$ cat config.mk
export PLATFORM = sky130hd
export DESIGN_NAME = sim_result_monitor
export DESIGN_NICKNAME = d
export VERILOG_FILES = /design/src/rtl/sim_result_monitor.sv
export SDC_FILE = /design/constraint.sdc
export NUM_CORES = 1
export LEC_CHECK = 0
export CAP_MARGIN = 0
export CORE_MARGIN = 4
export CORE_UTILIZATION = 56
export CTS_CLUSTER_DIAMETER = 50
export DETAILED_ROUTE_END_ITERATION = 7
export PLACE_DENSITY = 0.89
export SETUP_SLACK_MARGIN = 0.3
export SLEW_MARGIN = 20
export SYNTH_ARGS = -nofsm -noshare
export SYNTH_HDL_FRONTEND = slang
export SYNTH_SLANG_ARGS = --single-unit
$ cat constraint.sdc
create_clock -name clk -period 4.4 [get_ports clk]
set_input_delay 0.88 -clock clk [delete_from_list [all_inputs] [get_ports clk]]
set_output_delay 0.88 -clock clk [all_outputs]
set_load 0.02 [all_outputs]
$ cat src/rtl/sim_result_monitor.sv
`default_nettype none
// ============================================================================
// Module   : sim_result_monitor
// Purpose  : Watches register-file writebacks for the x26/x27 end-of-test
//            handshake and holds a sticky pass/fail/timeout verdict.
// Revision : 1.0
// ============================================================================
module sim_result_monitor #(
    parameter int REG_WIDTH      = 32,
    parameter int END_REG        = 26,
    parameter int RESULT_REG     = 27,
    parameter int TESTNUM_REG    = 3,
    parameter int SETTLE_CYCLES  = 1,
    parameter int TIMEOUT_CYCLES = 50000
) (
    input  logic                 clk,
    input  logic                 rst,
    input  logic                 wb_en,
    input  logic [4:0]           wb_addr,
    input  logic [REG_WIDTH-1:0] wb_data,
    input  logic                 retire,
    output logic                 done,
    output logic                 pass,
    output logic                 fail,
    output logic                 timeout,
    output logic [REG_WIDTH-1:0] fail_testnum,
    output logic [31:0]          cycle_cnt,
    output logic [31:0]          inst_cnt
);

    localparam int SETTLE_W = ($clog2(SETTLE_CYCLES + 1) < 1) ? 1 : $clog2(SETTLE_CYCLES + 1);

    localparam logic [4:0]          END_IDX      = 5'(END_REG);
    localparam logic [4:0]          RESULT_IDX   = 5'(RESULT_REG);
    localparam logic [4:0]          TESTNUM_IDX  = 5'(TESTNUM_REG);
    localparam logic [31:0]         TIMEOUT_LAST = 32'(TIMEOUT_CYCLES - 1);
    localparam logic [SETTLE_W-1:0] SETTLE_LOAD  = SETTLE_W'(SETTLE_CYCLES);

    typedef enum logic [2:0] {
        ST_RUN     = 3'd0,
        ST_SETTLE  = 3'd1,
        ST_PASS    = 3'd2,
        ST_FAIL    = 3'd3,
        ST_TIMEOUT = 3'd4
    } state_t;

    state_t state, state_next;

    logic [REG_WIDTH-1:0] shadow_testnum;
    logic [REG_WIDTH-1:0] shadow_result;
    logic [REG_WIDTH-1:0] eff_testnum;
    logic [REG_WIDTH-1:0] eff_result;
    logic [SETTLE_W-1:0]  settle_cnt;

    logic active;
    logic wr_valid;
    logic wr_result;
    logic wr_testnum;
    logic end_trigger;
    logic settle_last;
    logic timeout_hit;
    logic next_terminal;

    // x0 is hardwired to zero in the CPU, so its writes never count here.
    always_comb begin
        active      = (state == ST_RUN) || (state == ST_SETTLE);
        wr_valid    = wb_en && (wb_addr != 5'd0);
        wr_result   = wr_valid && (wb_addr == RESULT_IDX);
        wr_testnum  = wr_valid && (wb_addr == TESTNUM_IDX);
        eff_result  = wr_result  ? wb_data : shadow_result;
        eff_testnum = wr_testnum ? wb_data : shadow_testnum;
        end_trigger = (state == ST_RUN) && wr_valid && (wb_addr == END_IDX)
                      && (wb_data == REG_WIDTH'(1));
        settle_last = (state == ST_SETTLE) && (settle_cnt == SETTLE_W'(1));
        timeout_hit = active && (cycle_cnt >= TIMEOUT_LAST);
    end

    always_comb begin
        state_next = state;
        case (state)
            ST_RUN: begin
                if (end_trigger) begin
                    state_next = ST_SETTLE;
                end else if (timeout_hit) begin
                    state_next = ST_TIMEOUT;
                end
            end
            ST_SETTLE: begin
                if (settle_last) begin
                    state_next = (eff_result == REG_WIDTH'(1)) ? ST_PASS : ST_FAIL;
                end else if (timeout_hit) begin
                    state_next = ST_TIMEOUT;
                end
            end
            default: state_next = state;
        endcase
        next_terminal = (state_next == ST_PASS) || (state_next == ST_FAIL)
                        || (state_next == ST_TIMEOUT);
    end

    always_ff @(posedge clk) begin
        if (rst) begin
            state <= ST_RUN;
        end else begin
            state <= state_next;
        end
    end

    always_ff @(posedge clk) begin
        if (rst) begin
            done           <= 1'b0;
            pass           <= 1'b0;
            fail           <= 1'b0;
            timeout        <= 1'b0;
            fail_testnum   <= '0;
            cycle_cnt      <= '0;
            inst_cnt       <= '0;
            shadow_testnum <= '0;
            shadow_result  <= '0;
            settle_cnt     <= '0;
        end else begin
            done    <= next_terminal;
            pass    <= (state_next == ST_PASS);
            fail    <= (state_next == ST_FAIL);
            timeout <= (state_next == ST_TIMEOUT);

            if (active) begin
                if (wr_testnum) begin
                    shadow_testnum <= wb_data;
                end
                if (wr_result) begin
                    shadow_result <= wb_data;
                end
                // The timeout edge itself is not counted as a spent cycle.
                if ((state_next != ST_TIMEOUT) && (cycle_cnt != 32'hFFFF_FFFF)) begin
                    cycle_cnt <= cycle_cnt + 32'd1;
                end
                if (retire && (inst_cnt != 32'hFFFF_FFFF)) begin
                    inst_cnt <= inst_cnt + 32'd1;
                end
                if (next_terminal) begin
                    fail_testnum <= eff_testnum;
                end
            end

            if (end_trigger) begin
                settle_cnt <= SETTLE_LOAD;
            end else if ((state == ST_SETTLE) && (settle_cnt != '0)) begin
                settle_cnt <= settle_cnt - SETTLE_W'(1);
            end
        end
    end

endmodule
`default_nettype wire

Word-level counts from Yosys, hierarchy flattened
Index checks and enable logic that the tools add are counted.
{"block": "totals", "regBits": 168, "in_bits": 41}
{"block": "op_classes", "add_sub_neg": 3, "magnitude_cmp": 1, "n_eq_ne": 12, "n_mux": 9, "n_reduce_logical": 19}
{"cell": "32-bit by 1-bit adder with 32-bit output, second input constant", "count": 2}
{"cell": "32-bit by 1-bit equality test with 1-bit output, second input constant", "count": 2}
{"cell": "32-bit two-way mux", "count": 2}
{"cell": "32-bit != test, second input constant", "count": 2}
{"cell": "32-bit by 16-bit greater-or-equal comparator with 1-bit output, second input constant", "count": 1}
{"cell": "5-bit equality test, second input constant", "count": 2}
{"cell": "1-bit logical AND", "count": 10}
{"cell": "3-bit two-way mux", "count": 3}
{"cell": "3-bit by 2-bit equality test with 1-bit output, second input constant", "count": 2}
{"cell": "3-bit case mux with 2 select lines", "count": 1}
{"cell": "2-bit AND reduction", "count": 3}
{"cell": "5-bit by 2-bit equality test with 1-bit output, second input constant", "count": 1}
{"cell": "5-bit nonzero test", "count": 1}
{"cell": "3-bit by 1-bit equality test with 1-bit output, second input constant", "count": 1}
{"cell": "3-bit equality test, second input constant", "count": 1}
{"cell": "3-bit zero test", "count": 1}
{"cell": "1-bit logical OR", "count": 3}
{"cell": "1-bit two-way mux", "count": 3}
{"cell": "3-bit != test, second input constant", "count": 1}
{"cell": "2-bit nonzero test", "count": 1}
{"cell": "1-bit subtractor, second input constant", "count": 1}

Logic depth before layout (Yosys ltp)
Gate-level depths: netlist of the first run.
{"block": "logic_depth", "ltp_word": 12, "ltp_mapped": 9, "mapped_depth_nobuf": 8}

Worst setup path before layout of the first run
OpenSTA, ideal clock, no wires.
{"block": "synth_path", "path_kind": "input to register", "startpoint": "input wb_addr[2]", "endpoint": "register shadow_testnum[26]", "arrival_time_ns": 2.618, "required_time_ns": 4.268, "slack_ns": 1.650, "cell_stages": 8, "path_buffers": 3, "path_cell_list": "nand3b_1 -> or4b_2 -> clkbuf_1 -> or2_2 -> clkbuf_1 -> clkbuf_1 -> nand2_1 -> a21oi_1"}
{"block": "synth_via", "elab_chain_cells": 4, "elab_cells_between_ends": 5, "classes_between": "eq/ne (1); mux (1); reduce/logical (3)"}
{"element": "from (decl)", "line_no": "19", "text": "input logic [4:0] wb_addr,"}
{"element": "5-bit nonzero test", "line_no": "67", "text": "wr_valid = wb_en && (wb_addr != 5'd0);"}
{"element": "1-bit logical AND", "line_no": "67"}
{"element": "1-bit logical AND (*)", "line_no": "69", "text": "wr_testnum = wr_valid && (wb_addr == TESTNUM_IDX);"}
{"element": "32-bit two-way mux (*)"}
{"element": "to (signal assigned)", "line_no": "129", "text": "shadow_testnum <= wb_data;"}
{"element": "to (decl)", "line_no": "49", "text": "logic [REG_WIDTH-1:0] shadow_testnum;"}
Mark *: on every way between the ends. The rest lies on a longest branch, timed or not.
A chain may end at the register's enable or synchronous reset.

Worst setup path after layout of the first run
{"block": "layout_path", "startpoint": "input wb_data[5]", "endpoint": "register cycle_cnt[29]"}
{"block": "layout_via", "elab_chain_cells": 8, "elab_cells_between_ends": 11, "classes_between": "eq/ne (3); mux (5); reduce/logical (3)"}
{"element": "from (decl)", "line_no": "20", "text": "input logic [REG_WIDTH-1:0] wb_data,"}
{"element": "32-bit two-way mux"}
{"element": "32-bit by 1-bit equality test with 1-bit output", "line_no": "90", "text": "state_next = (eff_result == REG_WIDTH'(1)) ? ST_PASS : ST_FAIL;"}
{"element": "1-bit two-way mux", "line_no": "90"}
{"element": "3-bit two-way mux", "line_no": "89", "text": "if (settle_last) begin"}
{"element": "3-bit case mux with 2 select lines (*)", "line_no": "80", "text": "case (state)"}
{"element": "3-bit != test (*)", "line_no": "135", "text": "if ((state_next != ST_TIMEOUT) && (cycle_cnt != 32'hFFFF_FFFF)) begin"}
{"element": "1-bit logical AND (*)", "line_no": "135"}
{"element": "2-bit AND reduction (no source line) (*)"}
{"element": "to (signal assigned)", "line_no": "136", "text": "cycle_cnt <= cycle_cnt + 32'd1;"}
{"element": "to (decl)", "line_no": "27", "text": "output logic [31:0] cycle_cnt,"}
Marks and branches as above.

==> reports/qor.txt, run 1 <==
Status: finished clean
Fin. Hold Viols: 0
Slowest stage delay, CP: 490 ps
Non-Filler Instances: 1186
DP Worst Slack: 683 ps
Drt total wl: 19.1 mm
Clock sink count: 168
Period Utilization, post-route: 0.754
Post-route DRC: 0
CTS Buf Count: 17
Filler Cell Count: 936
Post-route ant nets: 0
Site Rows: 41
Post-Syn Nets: 931
Final GP Congestion: 0.868
# hold bufs at CTS: 0
Placement Cell Area: 8910 um^2
Vias in the first global route: 6209
Worst vdd ir: 0.000257 V
Largest net degree at the start of global routing: 98
Clock Pin Slew Worst Setup and Hold Paths: 60 ps
Commonest cells after routing, fill and taps aside: dfxtp_1 (168), nand2_1 (155), clkdlybuf4s50_1 (139)
Max-cap violations: 0
Postcts setup bufs: 0
Comb power frac: 0.041
Worst path arrival time: 3630 ps
Grt ovf: 0
Inst Count DP: 1153
Post-synth EDFFs: 0
CP Class: in2reg
Clock Skew: 11.4 ps
R2R cell count: 9
Critical path fanouts, max: 18
Routed vias/inst: 5.80
Seq cells post-synth: 168
Die W: 123 um
Min cycle time layout: 3320 ps
Fraction of registers with async set/reset: 0
Cells resized by post-CTS repair: 0
Final setup fails: 0
CP startpoint kind: input pin
Initial antenna violation count: 0
Mapped Cells: 888
Dpl hpwl: 12.8 mm
Main flop type after synthesis: dfxtp_1
CP cell instances: clkdlybuf4s50_1, nor4_1, nand4_1, nor3_2, a31o_4, nand2_8, nor4_1, mux2_2
Pins Over Slew Limit: 0
Worst-Skew Late Latency: 420 ps
# nets final: 1044
Ant. Diodes: 0
Netlist Area Pre-Place: 7450 um^2
Total I/O pin count: 141
RSZ-0062 raised after global routing: no
Reg power frac: 0.468
Root Driver: clkbuf_16
FF-to-FF setup slack: 1400 ps
CTS tree: built
Post-Syn Area per Cell: 8.39 um^2
GRT Total Usage: 0.248
Input/output buffers: 140
Initial Util: 0.581
CP max stage cell: clkdlybuf4s50_1
Sequential area share after synthesis: 0.451
CTS Buffer Depth: 2
Max-Slew Margin vs Limit: 0.310
Cell variety after synth: 59
Slew @ Worst Pin: 1040 ps
DR vias: 6875
Die Area: 15200 um^2
Worst Hold Class: reg2reg
F_max: 0.302 GHz
Global-route wire length before repair: 30.2 mm
Synth warn: 0
Crit end category: flip-flop
Clock Power Share: 0.491
Final core occ: 0.747
H-tree depth: 4
Area delta synth->final: 28.6%
Die Ht: 123 um
Wire per inst: 16.1 um
Hold Path Stages: 2
Sw Ratio: 0.209
DR pass1 iterations: 5
Iter 0 DRT Violations: 614
Worst path required time: 4710 ps
PwrDens: 343 nW/um^2
Final setup margin: 1080 ps
Most used cell, CP: nor4_1
Most common cell after layout, fill and taps aside: dfxtp_1
Fraction of layout cells with a size suffix above 1: 0.0779
Switch Pwr: 0.000688 W
LEAKAGE: 3.35 nW
Int Pwr: 0.00260 W
Post-route setup TNS: 0 ps
Placeable core area: 12800 um^2
Finished Cell Area: 9580 um^2
## flip-flops by register name, summed over array words and instances (netlist names), 3 cells and up
| name | count |
|---|---|
| shadow_testnum | 32 |
| cycle_cnt | 32 |
| inst_cnt | 32 |
| shadow_result | 32 |
| fail_testnum | 32 |
| state | 3 |
## critical path, delay by kind of cell
family          cells  cell delay [ps]
simple gates        5             1560
mux                 1              380
buf+inv             1              490
compound gates      1              310
## power by group through the flow
stage / combinational [W] / clock [W] / sequential [W]
2_1_floorplan: 0.0000532 / 0 / 0.00158
3_3_place_gp: 0.000131 / 0 / 0.00157
3_5_place_dp: 0.000132 / 0 / 0.00157
4_1_cts: 0.000134 / 0.00163 / 0.00154
5_1_grt: 0.000146 / 0.00171 / 0.00154
6_report: 0.000134 / 0.00162 / 0.00154
## metal layers
layer	wire length, um	global-route usage	vias up	share of wire
met3	1410	0.0700	18	0.074
met2	8900	0.389	243	0.47
li1	-	-	3347	-
met4	169	0.0657	0	0.0089
met5	0	0	-	0
met1	8580	0.336	3267	0.45
## cell families (layout without fill, tap and decap cells)
family,count (synthesis),after routing,share of synthesized area
mux,47,47,0.0673
fa+ha+maj,2,2,0.00336
xor+xnor,35,35,0.0411
buf+inv,61,187,0.0343
flops,168,168,0.451
simple gates,439,439,0.292
compound gates,136,136,0.111
## worst paths after layout
path,startpoint,end
worst max register to register,cycle_cnt[0],fail_testnum[5]
worst max-delay path,wb_data[5],cycle_cnt[29]
worst min register to register,shadow_testnum[31],shadow_testnum[31]
worst min-delay path,shadow_testnum[31],shadow_testnum[31]
## through the flow
step / hold WS (ps) / power, W
floorplan: 432 / 0.00163
global placement: 441 / 0.00170
detailed placement: 446 / 0.00170
CTS: 455 / 0.00331
global route: 470 / 0.00339
finish: 454 / 0.00329
## synth_stat cells (2+ instances only)
library cell / number / area, um^2
xnor2_1: 17 / 149
ha_1: 2 / 25.0
nor3_1: 11 / 55.1
inv_1: 6 / 22.5
clkbuf_1: 41 / 154
nand4_1: 27 / 169
nor4b_1: 4 / 35.0
xor2_1: 18 / 158
dfxtp_1: 168 / 3360
mux2_2: 8 / 90.1
nor2b_1: 14 / 87.6
nand3_1: 36 / 180
nor3_2: 3 / 30.0
a211oi_1: 32 / 240
buf_2: 9 / 45.0
buf_6: 2 / 22.5
a31oi_1: 2 / 12.5
o31ai_1: 2 / 15.0
nor4_2: 3 / 37.5
or3_4: 2 / 22.5
nor2_1: 107 / 402
or3_1: 11 / 68.8
mux2i_1: 34 / 340
and4_1: 5 / 43.8
nand2_1: 155 / 582
or2_2: 2 / 12.5
mux2_4: 4 / 60.1
or4_1: 7 / 52.6
a21oi_1: 80 / 400
buf_1: 2 / 7.51
o21ai_0: 11 / 55.1
and3_1: 9 / 56.3
nor4_1: 28 / 175
## cell type report
cell class	instances	area (um^2)	area share
clock buffers	22	484	0.0505
clock inverters	10	165	0.0172
inverters	7	26.3	0.00274
multi-input cells	659	3840	0.401
flip-flops and latches	168	3360	0.351
well taps	172	215	0.0225
repair buffers	148	1490	0.156
Power figures use the tool's default switching activity.
==> run 2: changes to the inputs <==
--- a/config.mk
+++ b/config.mk
@@ -7,10 +7,10 @@
 export LEC_CHECK = 0
 export CAP_MARGIN = 0
 export CORE_MARGIN = 4
-export CORE_UTILIZATION = 56
+export CORE_UTILIZATION = 47
 export CTS_CLUSTER_DIAMETER = 50
 export DETAILED_ROUTE_END_ITERATION = 7
-export PLACE_DENSITY = 0.89
+export PLACE_DENSITY = 0.8
 export SETUP_SLACK_MARGIN = 0.3
 export SLEW_MARGIN = 20
 export SYNTH_ARGS = -nofsm -noshare
==> constraint.sdc (replaced) <==
create_clock -name clk -period 2.69 [get_ports clk]
set_input_delay 0.538 -clock clk [delete_from_list [all_inputs] [get_ports clk]]
set_output_delay 0.538 -clock clk [all_outputs]
set_load 0.02 [all_outputs]
==> run 2 against run 1 <==
- final cell count up 11%
- core utilization down 3.7 points
- largest power group is now registers
- clock power up 36%
==> reports/qor.txt, run 2 (synthesized netlist as in run 1, its figures left out) <==
Status: finished clean (unchanged)
Finished Cell Area: 10900 um^2 (was 9580 um^2)
Filler Cell Count: 1175 (was 936)
Commonest cells after routing, fill and taps aside: nand2_1 (155), dfxtp_1 (146), clkdlybuf4s50_1 (109) (was dfxtp_1 (168), nand2_1 (155), clkdlybuf4s50_1 (139))
Root Driver: clkbuf_16 (unchanged)
Drt total wl: 22.2 mm (was 19.1 mm)
Routed vias/inst: 5.60 (was 5.80)
Site Rows: 45 (was 41)
DR pass1 iterations: 5 (unchanged)
Worst Hold Class: reg2reg (unchanged)
GRT Total Usage: 0.233 (was 0.248)
Pins Over Slew Limit: 0 (unchanged)
Input/output buffers: 140 (unchanged)
H-tree depth: 4 (unchanged)
Initial antenna violation count: 1 (was 0)
Total I/O pin count: 141 (unchanged)
Most used cell, CP: nor4_4 (was nor4_1)
Most common cell after layout, fill and taps aside: nand2_1 (was dfxtp_1)
Placement Cell Area: 9510 um^2 (was 8910 um^2)
CTS Buf Count: 17 (unchanged)
CTS Buffer Depth: 2 (unchanged)
Critical path's top delay family: simple AND/OR/NAND/NOR gates (unchanged)
Min cycle time layout: 2420 ps
Worst path required time: 3000 ps (was 4710 ps)
Worst path arrival time: 2730 ps (was 3630 ps)
Die W: 134 um (was 123 um)
Max-cap violations: 0 (unchanged)
Clock sink count: 168 (unchanged)
# nets final: 1136 (was 1044)
Tot Pwr: 0.00499 W (was 0.00329 W)
F_max: 0.413 GHz
Grt ovf: 0 (unchanged)
Final core occ: 0.710 (was 0.747)
Fin. Hold Viols: 0 (unchanged)
Clock Skew: 11.8 ps (was 11.4 ps)
DR vias: 7370 (was 6875)
CP Class: reg2reg (was in2reg)
Iter 0 DRT Violations: 527 (was 614)
RSZ-0062 raised after global routing: yes (was no)
Die Area: 17900 um^2 (was 15200 um^2)
Critical path fanouts, max: 7 (was 18)
Period Utilization, post-route: 0.900
CP startpoint kind: flip-flop (was input pin)
Die Ht: 134 um (was 123 um)
Post-route ant nets: 0 (unchanged)
Post-route DRC: 0 (unchanged)
Crit end category: flip-flop (unchanged)
Worst vdd ir: 0.000434 V (was 0.000257 V)
Fraction of layout cells with a size suffix above 1: 0.228 (was 0.0779)
Placeable core area: 15400 um^2 (was 12800 um^2)
Max-Slew Margin vs Limit: 0.557 (was 0.310)
Dpl hpwl: 13.8 mm (was 12.8 mm)
Vias in the first global route: 6939 (was 6209)
Largest net degree at the start of global routing: 82 (was 98)
Slew @ Worst Pin: 661 ps (was 1040 ps)
Worst-Skew Late Latency: 430 ps (was 420 ps)
CP bufs+invs: 2 (was 1)
Initial Util: 0.485 (was 0.581)
Final GP Congestion: 0.873 (was 0.868)
LEAKAGE: 4.06 nW (was 3.35 nW)
CTS tree: built (unchanged)
PwrDens: 457 nW/um^2 (was 343 nW/um^2)
Wire per inst: 16.9 um (was 16.1 um)
Final setup fails: 0 (unchanged)
CP max stage cell: o31ai_2 (was clkdlybuf4s50_1)
Area delta synth->final: 46.5% (was 28.6%)
CP cell instances: buf_6, nor4_4, nand4_1, o31ai_2, a31o_4, nand2_8, buf_12, nor4_4, mux2_4 (was clkdlybuf4s50_1, nor4_1, nand4_1, nor3_2, a31o_4, nand2_8, nor4_1, mux2_2)
Global-route wire length before repair: 34.3 mm (was 30.2 mm)
Clock Pin Slew Worst Setup and Hold Paths: 60 ps (about the same)
Slowest stage delay, CP: 350 ps (was 490 ps)
==> run 2: cell type report <==
class                           count  area (um^2)  share of cell area
Antenna cell                        1         2.50            0.000229
Clock buffer                       21          470              0.0431
Clock inverter                      8         48.8             0.00447
Inverter                            7         26.3             0.00241
Multi-Input combinational cell    661         4320               0.396
Sequential cell                   168         3410               0.313
Tap cell                          211          264              0.0242
Timing Repair Buffer              238         2370               0.217
==> run 2: timing repair <==
action	4_1_cts	5_1_grt
hold buffers	0	0
gates resized for setup	66	89
gates cloned	3	4
setup buffers	9	15
pin swaps	31	41
setup endpoints to repair	62	76
==> run 2: worst reg2reg max path, stage by stage (launching register included) <==
cell and delay, ps:
dfxtp_2 330, buf_6 120, nor4_4 220, nand4_1 230, o31ai_2 350, a31o_4 250
nand2_8 110, buf_12 150, nor4_4 220, mux2_4 320
==> run 2: power breakdown <==
part | internal (W) | total (W) | switching [W]
clock | 0.00123 | 0.00220 | 0.000973
combinational | 0.000124 | 0.000273 | 0.000150
sequential | 0.00249 | 0.00251 | 0.0000140
==> run 2: worst paths after layout <==
path	start	endpoint	slack [ps]	depth (start not counted)
max	cycle_cnt[22]	cycle_cnt[29]	270	9
min	shadow_result[15]	shadow_result[15]	450	2
max reg2reg	cycle_cnt[22]	cycle_cnt[29]	270	9
min reg2reg	shadow_result[15]	shadow_result[15]	450	2
==> run 2: per-stage QoR <==
| stage | TNS (ps) | setup slack, ps | instances | hold WS [ps] |
|---|---|---|---|---|
| detailed placement | -16680 | -428 | 1254 | 446 |
| global placement | -15450 | -372 | 1254 | 440 |
| finish | 0 | 269 | 1315 | 453 |
| CTS | 0 | 282 | 1295 | 454 |
| global route | 0 | 205 | 1315 | 470 |
| floorplan | 0 | 282 | 888 | 432 |
==> run 2: layer usage <==
metal	wire length, um	track usage	part of all wire
met1	9710	0.308	0.44
met4	492	0.0800	0.022
met5	0	0	0
met2	10700	0.371	0.48
met3	1300	0.0630	0.059
==> run 3: changes to the inputs <==
--- a/config.mk
+++ b/config.mk
@@ -12,6 +12,7 @@
 export DETAILED_ROUTE_END_ITERATION = 7
 export PLACE_DENSITY = 0.8
 export SETUP_SLACK_MARGIN = 0.3
+export SKIP_LAST_GASP = 1
 export SLEW_MARGIN = 20
 export SYNTH_ARGS = -nofsm -noshare
 export SYNTH_HDL_FRONTEND = slang
==> results of run 3 <==
No change in the layout: final DEF, timing and power equal those of run 2.
